**src/rtl/wb_byte_bridge.sv**
```systemverilog
// Byte-stream command decoder driving single Wishbone read/write cycles.
// Responses (status and read data) are returned on an 8-bit valid/ready stream.
module wb_byte_bridge #(
  parameter int unsigned ADDR_WIDTH = 32,  // must be >= 9
  parameter int unsigned TIMEOUT    = 1024 // must be >= 2
) (
  input  logic                  sys_clk,
  input  logic                  sys_rst,
  input  logic [7:0]            rx_data,
  input  logic                  rx_valid,
  output logic                  rx_ready,
  output logic [7:0]            tx_data,
  output logic                  tx_valid,
  input  logic                  tx_ready,
  output logic                  wb_cyc,
  output logic                  wb_stb,
  output logic                  wb_we,
  output logic [ADDR_WIDTH-1:0] wb_adr,
  output logic [31:0]           wb_mosi,
  input  logic [31:0]           wb_miso,
  input  logic                  wb_ack,
  input  logic                  wb_err
);

  localparam int unsigned TW = (TIMEOUT > 2) ? $clog2(TIMEOUT) : 1;
  localparam logic [TW-1:0] TmoLast = TW'(TIMEOUT - 1);

  localparam logic [7:0] OpWrite = 8'h01;
  localparam logic [7:0] OpRead  = 8'h02;
  localparam logic [7:0] RspErr  = 8'hEE;
  localparam logic [7:0] RspBad  = 8'hFF;

  typedef enum logic [2:0] {StIdle, StAddr, StData, StBus, StResp} state_e;

  state_e                r_state;
  logic                  r_rx_ready;
  logic                  r_tx_valid;
  logic [7:0]            r_tx_data;
  logic                  r_cyc;
  logic                  r_we;
  logic                  r_is_write;
  logic [ADDR_WIDTH-1:0] r_addr;
  logic [31:0]           r_mosi;
  logic [31:0]           r_rdata;
  logic [2:0]            r_cnt;
  logic [TW-1:0]         r_tmo;

  logic w_rx_fire;
  logic w_tx_fire;

  assign w_rx_fire = rx_valid & r_rx_ready;
  assign w_tx_fire = r_tx_valid & tx_ready;

  assign rx_ready = r_rx_ready;
  assign tx_valid = r_tx_valid;
  assign tx_data  = r_tx_data;
  assign wb_cyc   = r_cyc;
  assign wb_stb   = r_cyc;
  assign wb_we    = r_we;
  assign wb_adr   = {r_addr[ADDR_WIDTH-1:2], 2'b00};
  assign wb_mosi  = r_mosi;

  always_ff @(posedge sys_clk) begin
    if (sys_rst) begin
      r_state    <= StIdle;
      r_rx_ready <= 1'b0;
      r_tx_valid <= 1'b0;
      r_tx_data  <= 8'h00;
      r_cyc      <= 1'b0;
      r_we       <= 1'b0;
      r_is_write <= 1'b0;
      r_addr     <= '0;
      r_mosi     <= 32'h0;
      r_rdata    <= 32'h0;
      r_cnt      <= 3'd0;
      r_tmo      <= '0;
    end else begin
      unique case (r_state)
        StIdle: begin
          if (w_rx_fire) begin
            r_is_write <= (rx_data == OpWrite);
            r_cnt      <= 3'd0;
            if (rx_data == OpWrite || rx_data == OpRead) begin
              r_state <= StAddr;
            end else begin
              r_state    <= StResp;
              r_rx_ready <= 1'b0;
              r_tx_valid <= 1'b1;
              r_tx_data  <= RspBad;
            end
          end else begin
            r_rx_ready <= 1'b1;
          end
        end

        StAddr: begin
          if (w_rx_fire) begin
            r_addr <= {r_addr[ADDR_WIDTH-9:0], rx_data};
            r_cnt  <= r_cnt + 3'd1;
            if (r_cnt == 3'd3) begin
              r_cnt <= 3'd0;
              if (r_is_write) begin
                r_state <= StData;
              end else begin
                r_state    <= StBus;
                r_rx_ready <= 1'b0;
                r_cyc      <= 1'b1;
                r_we       <= 1'b0;
                r_tmo      <= '0;
              end
            end
          end
        end

        StData: begin
          if (w_rx_fire) begin
            r_mosi <= {r_mosi[23:0], rx_data};
            r_cnt  <= r_cnt + 3'd1;
            if (r_cnt == 3'd3) begin
              r_cnt      <= 3'd0;
              r_state    <= StBus;
              r_rx_ready <= 1'b0;
              r_cyc      <= 1'b1;
              r_we       <= 1'b1;
              r_tmo      <= '0;
            end
          end
        end

        StBus: begin
          r_tmo <= r_tmo + 1'b1;
          // err wins over a simultaneous ack
          if (wb_err || (!wb_ack && r_tmo == TmoLast)) begin
            r_cyc      <= 1'b0;
            r_we       <= 1'b0;
            r_state    <= StResp;
            r_tx_valid <= 1'b1;
            r_tx_data  <= RspErr;
            r_cnt      <= 3'd0;
          end else if (wb_ack) begin
            r_cyc      <= 1'b0;
            r_we       <= 1'b0;
            r_state    <= StResp;
            r_tx_valid <= 1'b1;
            r_tx_data  <= r_is_write ? OpWrite : OpRead;
            r_cnt      <= r_is_write ? 3'd0 : 3'd4;
            r_rdata    <= wb_miso;
          end
        end

        StResp: begin
          // r_cnt holds the number of bytes still to follow the current one
          if (w_tx_fire) begin
            if (r_cnt == 3'd0) begin
              r_tx_valid <= 1'b0;
              r_state    <= StIdle;
              r_rx_ready <= 1'b1;
            end else begin
              r_tx_data <= r_rdata[31:24];
              r_rdata   <= {r_rdata[23:0], 8'h00};
              r_cnt     <= r_cnt - 3'd1;
            end
          end
        end

        default: r_state <= StIdle;
      endcase
    end
  end

endmodule
```
**config.mk**
```make
export PLATFORM = sky130hd
export DESIGN_NAME = wb_byte_bridge
export DESIGN_NICKNAME = d
export VERILOG_FILES = /design/src/rtl/wb_byte_bridge.sv
export SDC_FILE = /design/constraint.sdc
export NUM_CORES = 1
export LEC_CHECK = 0
export CORE_UTILIZATION = 45
export CTS_CLUSTER_DIAMETER = 60
export DETAILED_ROUTE_END_ITERATION = 8
export PLACE_DENSITY = 0.73
export SLEW_MARGIN = 20
export SYNTH_ARGS = -nofsm -noshare
export SYNTH_HDL_FRONTEND = slang
export SYNTH_SLANG_ARGS = --single-unit
```
**constraint.sdc**
```tcl
create_clock -name sys_clk -period 4.3 [get_ports sys_clk]
set_input_delay 0.86 -clock sys_clk [delete_from_list [all_inputs] [get_ports sys_clk]]
set_output_delay 0.86 -clock sys_clk [all_outputs]
set_load 0.01 [all_outputs]
```
; After elaboration in Yosys (flattened, before gate mapping)
; Index checks and enable logic that the tools add are counted.
; W data, S select, Z words.
[totals]
input_bits = 46
word_cells = 129
regBits = 125
out_inout_bits = 77
[op_classes]
bitwise_logic = 2
addsub = 3
n_eq_ne = 23
mux = 66
n_reduce_logical = 23
[op_table]
columns = op, count
row1 = $mux W32, 4
row2 = $pmux W32 S2, 1
row3 = $mux W3, 18
row4 = $mux W10, 5
row5 = $mux W8, 6
row6 = $pmux W10 S3, 1
row7 = $ne A2 B2 Y1 const B, 12
row8 = $pmux W8 S3, 1
row9 = $reduce_and A6 Y1, 4
row10 = $mux W1, 23
row11 = $pmux W3 S5, 1
row12 = $pmux W3 S4, 1
row13 = $add A10 B1 Y10 const B, 1
row14 = $eq A10 B10 Y1 const B, 1
row15 = $eq A3 B2 Y1 const B, 3
row16 = $pmux W1 S3, 3
row17 = $reduce_and A9 Y1, 1
row18 = $eq A8 B1 Y1 const B, 1
row19 = $eq A8 B2 Y1 const B, 1
row20 = $reduce_and A8 Y1, 1
row21 = $reduce_bool A4 Y1, 2
row22 = $reduce_and A7 Y1, 1
row23 = $logic_not A3 Y1, 2
row24 = $ne A3 B3 Y1 const B, 2
row25 = other kinds (16), 21

; Longest topological paths before layout
; Gate-level depths: netlist of the first run.
[logic_depth]
ltp_word = 5
ltp_mapped = 8

; Least setup slack after synthesis of the first run
; No wires, ideal clock.
[synth_path]
kind = input -> register
startpoint = in wb_err
endpoint = reg r_tx_data[4], in the netlist tx_data[4]
required_ps = 4199
path_slack_ps = 2091
t_arrival_ps = 2108
n_path_buf = 1
cell_stages = 6
setup_ps = 101
cell_sequence = nor4bb_1 > o311a_1 > a311o_1 > buf_6 > nand3b_1 > o41ai_1
[synth_between]
elab_chain_len = 3
[synth_lines]
columns = element, line
row1 = "start, declared", 22  ; input logic wb_err
row2 = $logic_or A1 B1 Y1 *, 133  ; if (wb_err || (!wb_ack && r_tmo == TmoLast)) begin
row3 = $ne A3 B3 Y1 (no line) / $mux W8 (equally long branches), --
row4 = $reduce_and A6 Y1 (no line) / $pmux W8 S3 (equally long branches), --
row5 = "end signal, assigned", 138  ; r_tx_data <= RspErr;
row6 = "end signal, assigned", 145  ; r_tx_data <= r_is_write ? OpWrite : OpRead;
row7 = "end signal, assigned", 159  ; r_tx_data <= r_rdata[31:24];
row8 = "end, declared", 38  ; logic [7:0] r_tx_data;
; Every way passes the cells marked *; elsewhere a longest branch is shown, timed or not.
; A chain may end at the register's enable or synchronous reset.

; Worst setup path in the final report of the first run
[layout_path]
startpoint = in rx_data[3]
endpoint = reg r_tx_data[0], in the netlist tx_data[0]
[layout_between]
elab_chain_len = 4
[layout_lines]
columns = element, line
row1 = "start, declared", 9  ; input logic [7:0] rx_data,
row2 = $eq A8 B1 Y1 / $eq A8 B2 Y1 (equally long branches), 83  ; if (rx_data == OpWrite || rx_data == OpRead) begin
row3 = $logic_or A1 B1 Y1 *, 83
row4 = $ne A2 B2 Y1 (no line) *, --
row5 = $reduce_and A6 Y1 (no line) *, --
row6 = "end signal, assigned", 89  ; r_tx_data <= RspBad;
row7 = "end signal, assigned", 138
row8 = "end signal, assigned", 145
; Marked as above.

==> results of run 1 <==
-- cell usage after synthesis, types with 4 or more instances --
master | n | area (µm²)
nor2_1 | 53 | 198.9
dfxtp_1 | 125 | 2502
xnor2_1 | 6 | 52.55
or3b_1 | 4 | 35.03
inv_1 | 13 | 48.80
nand3b_1 | 6 | 45.04
or2_2 | 4 | 25.02
buf_2 | 7 | 35.03
a311oi_1 | 25 | 219.0
nor3_1 | 5 | 25.02
buf_4 | 33 | 247.7
mux2i_1 | 4 | 40.04
a22o_1 | 8 | 70.07
ha_1 | 4 | 50.05
nor4bb_1 | 4 | 40.04
a21oi_1 | 74 | 370.4
o31ai_1 | 7 | 52.55
nand2_1 | 169 | 634.4
nand3_1 | 32 | 160.2
clkbuf_1 | 37 | 138.9
o21ai_0 | 8 | 40.04
a211oi_1 | 6 | 45.04
-- layout make-up --
cell class | instances | area, µm²
fillers | 1052 | 4506
well taps | 143 | 178.9
repair buffers | 129 | 1279
inverters | 13 | 48.80
clock inverters | 13 | 152.6
clock buffers | 19 | 452.9
multi-input cells | 464 | 2494
flip-flops and latches | 125 | 2502
-- state kept, by name, summed over array words and instances (netlist names) --
| register | count |
|---|---|
| wb_mosi | 32 |
| wb_we | 1 |
| r_addr | 32 |
| r_state | 3 |
| tx_valid | 1 |
| rx_ready | 1 |
| wb_cyc | 1 |
| r_tmo | 10 |
| r_is_write | 1 |
| r_cnt | 3 |
| r_rdata | 32 |
| tx_data | 8 |
-- metrics by stage --
stage / worst slack [ns] / total power, mW
2_1_floorplan: 2.091 / 1.629
3_3_place_gp: 1.074 / 1.799
3_5_place_dp: 0.9139 / 1.816
4_1_cts: 1.336 / 3.262
5_1_grt: 1.142 / 3.373
6_report: 1.258 / 3.244
-- per-layer routing --
layer / vias to the layer above / track usage, % / share of wire [%]
met2: 129 / 35.78 / 50
met3: 19 / 4.158 / 4.3
met4: 0 / 10.04 / 1.8
li1: 2458 / - / -
met5: - / 0 / 0
met1: 2310 / 25.03 / 44
-- path summary, 6_finish.rpt --
| path | from | endpoint |
|---|---|---|
| setup / recovery | rx_data[3] | tx_data[0]$_SDFFE_PP0P_ |
| hold / removal | r_addr[29]$_SDFFE_PP0P_ | r_addr[29]$_SDFFE_PP0P_ |
| setup reg to reg | r_state[0]$_SDFFE_PP0P_ | r_rdata[2]$_SDFFE_PP0P_ |
| hold reg to reg | r_addr[29]$_SDFFE_PP0P_ | r_addr[29]$_SDFFE_PP0P_ |
-- critical path: cells and delay by family --
kind	cells	cell delay, ns
buffers and inverters	1	0.46
AOI/OAI and AO/OA	2	0.82
muxes	1	0.27
and+or+nand+nor	2	0.91
-- cell families (layout without fill, tap and decap cells) --
family	after synthesis	count (layout)	synth area share [%]
AND/OR/NAND/NOR	296	296	23.80
multiplexers	5	5	0.9382
other	1	2	0.06858
buffers and inverters	92	174	8.879
flip-flops	125	125	45.77
adder cells (fa/ha/maj)	4	4	0.9154
XOR/XNOR	7	7	1.121
AO/OA/AOI/OAI	150	150	18.51
-- power groups by stage --
| stage | clock network, mW | registers (mW) | logic, mW |
|---|---|---|---|
| finish | 1.44 | 1.27 | 0.530 |
| global placement | 0 | 1.29 | 0.509 |
| global route | 1.52 | 1.28 | 0.581 |
| detailed placement | 0 | 1.29 | 0.524 |
| CTS | 1.47 | 1.27 | 0.527 |
| floorplan | 0 | 1.30 | 0.331 |
==> results.json, run 1 <==
{
  "outcome": "finished, violations left",
  "failed_checks": "design-rule violations",
  "hold_buffers": 0,
  "pwr-share-clk_pct": 44.5,
  "ys_ff_latch": 125,
  "power_density_nw_per_um2": 456.4,
  "p_comb_share_pct": 16.3,
  "io_pins": 123,
  "r2r.worst_path.cells": 7,
  "wl_mm": 13.25,
  "nNetsFinal": 800,
  "die_h_um": 112.2,
  "die_x_um": 112.2,
  "first_iter_violations": 400,
  "grt_pass1_vias": 4572,
  "ys.flop_type": "dfxtp_1",
  "finalSetupTns_ns": 0,
  "numCtsBuffers": 17,
  "period_minus_slack_ns": 3.042,
  "path_class": "in -> reg",
  "clk_pin_slew_ns": 0.06,
  "dr.pass1.iters": 8,
  "tightest_slew_ns": 0.9837,
  "setup_viol": 0,
  "start_util_pct": 47.08,
  "path_max_fanout": 15,
  "htree_levels": 4,
  "worstPathRequired_ns": 4.58,
  "cts.sinks": 125,
  "design_area_um2": 7108,
  "num_vias": 4916,
  "synth_area_um2": 5468,
  "period_share_pct": 70.75,
  "syn_avg_cell_area_um2": 8.041,
  "fin_skew_ns": 0.01401,
  "async_reset_ff_share_pct": 0,
  "p_int_mw": 2.343,
  "grt_max_degree": 78,
  "placed_area_um2": 6502,
  "dp_hpwl_mm": 8.984,
  "drt-vias-per-instance": 5.426,
  "layout-drive-gt1-share_pct": 6.684,
  "hold_viol": 0,
  "cts_root_buffer": "clkbuf_16",
  "dp_cells": 874,
  "rsz0062_at_grt": "false",
  "final_cell_mix": "nand2_1 (169), dfxtp_1 (125), clkdlybuf4s50_1 (119)",
  "cap_violations": 0,
  "startpoint_type": "primary input",
  "final_common_cell": "nand2_1",
  "dieArea_um2": 12600,
  "synth-edff-count": 0,
  "final_util_pct": 61.20,
  "synth_seq_area_share_pct": 45.77,
  "min_path_cells": 2,
  "grt_pass1_wl_mm": 21.13,
  "std_cell_rows": 39,
  "portBuffers": 120,
  "syn_inst": 680,
  "worst-r2r-setup-slack_ns": 1.62,
  "fin_cells": 906,
  "hold_class": "reg -> reg",
  "num_antenna_cells": 0,
  "cts_tree": "yes",
  "pwr-share-seq_pct": 39.1,
  "cp_slowest_cell": "nor4_1",
  "slew_headroom_pct": 33.81,
  "hold_slack_ns": 0.4526,
  "ys.warnings.count": 0,
  "drc_errors": 10,
  "wl_per_cell_um": 14.62,
  "cpMostUsedCell": "a311o_1",
  "clock_path_buffers": 2,
  "overflow": 0,
  "postRouteAntennaNets": 0,
  "path_cells": "clkdlybuf4s50_1 > nor4_1 > a311o_1 > a311o_1 > mux2i_1 > nor2_1",
  "swShare_pct": 27.77,
  "clock_latency_ns": 0.41,
  "ys_types": 51,
  "endpoint_kind": "flop",
  "cp_data_arrival_time_ns": 3.32,
  "cts_resized": 0,
  "track_usage_pct": 20.84,
  "ir_drop_mv": 0.2512,
  "finalMaxSlewViolations": 0,
  "critPathMaxStageDelay_ns": 0.85,
  "synthToLayoutAreaGrowth_pct": 30.00,
  "antenna_found_initial": 0,
  "cts_setup_buffers": 0,
  "place.gp.congestion": 0.8401,
  "clock.fmax_mhz": 328.7,
  "p_leak_nw": 2.403,
  "fp.coreArea_um2": 11610,
  "p_sw_mw": 0.9009
}
(Power assumes the default switching activity.)
==> run 2, diff against run 1 <==
--- a/config.mk
+++ b/config.mk
@@ -8,7 +8,7 @@
 export CORE_UTILIZATION = 45
 export CTS_CLUSTER_DIAMETER = 60
 export DETAILED_ROUTE_END_ITERATION = 8
-export PLACE_DENSITY = 0.73
+export PLACE_DENSITY = 0.76
 export SLEW_MARGIN = 20
 export SYNTH_ARGS = -nofsm -noshare
 export SYNTH_HDL_FRONTEND = slang
==> constraint.sdc (replaced) <==
create_clock -name sys_clk -period 2.6 [get_ports sys_clk]
set_input_delay 0.52 -clock sys_clk [delete_from_list [all_inputs] [get_ports sys_clk]]
set_output_delay 0.52 -clock sys_clk [all_outputs]
set_load 0.01 [all_outputs]
==> run 2 against run 1 <==
The run still ends with design-rule violations left. Sequential share of layout area shrank 0.22 points. Sequential power grew 65%. Clock-buffer cell count rose by 2. First-iteration DRC count rose by 3.0%. Cell area rose by 0.63%. Routed wire length grew 0.79%. Utilization grew 0.39 points. Combinational power grew 73%. Via count is 2.1% higher. Critical path depth grew 2. Critical path type is now reg -> reg.
==> results.json, run 2 (same netlist as run 1, synthesis figures left out) <==
{
  "cp_data_arrival_time_ns": 2.48,
  "hold_class": "reg -> reg",
  "drt-met1-wl_mm": 5.691,
  "cts_resized": 0,
  "first_iter_violations": 412,
  "postRouteAntennaNets": 0,
  "wl_met2_mm": 6.538,
  "cts_setup_buffers": 0,
  "failed_checks": "design-rule violations",
  "grt_pass1_wl_mm": 21.42,
  "start_util_pct": 47.08,
  "clock_path_buffers": 2,
  "wl_mm": 13.35,
  "drc_errors": 9,
  "final_cell_mix": "nand2_1 (169), dfxtp_1 (125), clkdlybuf4s50_1 (119)",
  "rsz0062_at_grt": "false",
  "die_h_um": 112.2,
  "p_int_mw": 3.744,
  "r2r-start": "r_state[1]$_SDFFE_PP0P_",
  "min_path_cells": 2,
  "r2r.worst_path.cells": 8,
  "min_to": "r_addr[27]$_SDFFE_PP0P_",
  "num_vias": 5017,
  "antenna_found_initial": 0,
  "tightest_slew_ns": 0.5166,
  "timing.final.ws_setup_ns": 0.4338,
  "preCtsSetupSlack_ns": 0.06380,
  "layout-drive-gt1-share_pct": 7.979,
  "cap_violations": 0,
  "fillerInstances": 1024,
  "grt_max_degree": 45,
  "numCtsBuffers": 17,
  "clock_latency_ns": 0.41,
  "hold_start": "r_addr[27]$_SDFFE_PP0P_",
  "final_util_pct": 61.59,
  "path_max_fanout": 11,
  "outcome": "finished, violations left",
  "swShare_pct": 27.46,
  "power_mw": 5.162,
  "num_antenna_cells": 0,
  "track_usage_pct": 21.23,
  "clk_pin_slew_ns": 0.05,
  "period_share_pct": 83.32,
  "overflow": 0,
  "ir_drop_mv": 0.3572,
  "cts_root_buffer": "clkbuf_16",
  "die_x_um": 112.2,
  "setup_viol": 0,
  "top_layer": "met4",
  "startpoint_type": "flop",
  "period_minus_slack_ns": 2.166,
  "path_class": "reg -> reg",
  "hold_slack_ns": 0.4530,
  "fin_skew_ns": 0.007061,
  "drt-vias-per-instance": 5.453,
  "finalMaxSlewViolations": 0,
  "seq_area_um2": 2502,
  "slew_headroom_pct": 64.67,
  "fp.coreArea_um2": 11610,
  "final_common_cell": "nand2_1",
  "portBuffers": 120,
  "io_pins": 123,
  "wl_met3_um": 806,
  "clock.fmax_mhz": 461.6,
  "p_leak_nw": 2.443,
  "grt_pass1_vias": 4632,
  "power_density_nw_per_um2": 721.6,
  "hold_viol": 0,
  "hold_buffers": 0,
  "dieArea_um2": 12600,
  "synthToLayoutAreaGrowth_pct": 30.82,
  "std_cell_rows": 39,
  "nNetsFinal": 814,
  "cts_tree": "yes",
  "multi_input_area_um2": 2494,
  "cts.sinks": 125,
  "place.gp.congestion": 0.8606,
  "dr.pass1.iters": 9,
  "htree_levels": 4,
  "p_sw_mw": 1.417,
  "worstReg2RegEnd": "tx_data[5]$_SDFFE_PP0P_",
  "endpoint_kind": "flop",
  "dp_hpwl_mm": 9.297,
  "pwr-share-clk_pct": 41.7,
  "worstPathRequired_ns": 2.92,
  "finalSetupTns_ns": 0,
  "p_comb_share_pct": 17.7,
  "wl_per_cell_um": 14.51,
  "pwr-share-seq_pct": 40.6,
  "worst-r2r-setup-slack_ns": 0.43
}
run 2: changes by cell type in the layout (fill, tap and decap cells not counted), sizes merged:
cell	change
bufinv	-1
clkinvlp	+1
clkbuf	+2
buf	+14
inv	-6
clkinv	+4
run 2: worst max path at each step:
stage	slack, ns	depth (start not counted)	endpoint	from
final	0.43	8	tx_data[5]$_SDFFE_PP0P_	r_state[1]$_SDFFE_PP0P_
after global routing	0.26	8	tx_data[1]$_SDFFE_PP0P_	rx_data[2]
after CTS	0.45	5	r_tmo[8]$_SDFFE_PP0P_	r_is_write$_SDFFE_PP0P_
after detailed placement	0.06	8	tx_data[5]$_SDFFE_PP0P_	rx_data[2]
after global placement	0.14	8	tx_data[1]$_SDFFE_PP0P_	rx_data[2]
after floorplan	0.58	5	tx_data[5]$_SDFFE_PP0P_	r_state[2]$_SDFFE_PP0P_
run 2: layout make-up:
type | instances | share of cell area [%]
Multi-Input combinational cell | 464 | 34.86
Clock inverter | 11 | 1.329
Sequential cell | 125 | 34.98
Clock buffer | 21 | 6.297
Tap cell | 143 | 2.501
Inverter | 13 | 0.6822
Timing Repair Buffer | 143 | 19.35
run 2: through the flow:
| stage | instance area (µm²) | instances |
|---|---|---|
| finish | 7153 | 920 |
| global route | 7153 | 920 |
| global placement | 6608 | 888 |
| CTS | 7153 | 920 |
| floorplan | 5472 | 681 |
| detailed placement | 6608 | 888 |
run 2: critical path, cell delays in order (launching register included):
cell and delay (ns):
dfxtp_1 0.47, buf_4 0.22, nor4bb_1 0.30, buf_4 0.20, o311a_1 0.24, a311o_1 0.26, buf_4 0.22, nand3b_1 0.09
o31ai_1 0.07
run 2: power groups by stage:
stage          clock (mW)  sequential [mW]  combinational (mW)
4_1_cts              2.18             2.09               0.904
6_report             2.15             2.09               0.915
5_1_grt              2.28             2.11               0.994
2_1_floorplan           0             2.15               0.547
3_3_place_gp            0             2.13               0.873
3_5_place_dp            0             2.13               0.900
run 2: layer usage:
metal	up-vias	track usage [%]
met5	-	0
met1	2329	24.80
met4	0	10.22
met2	178	36.23
met3	31	5.616
li1	2479	-
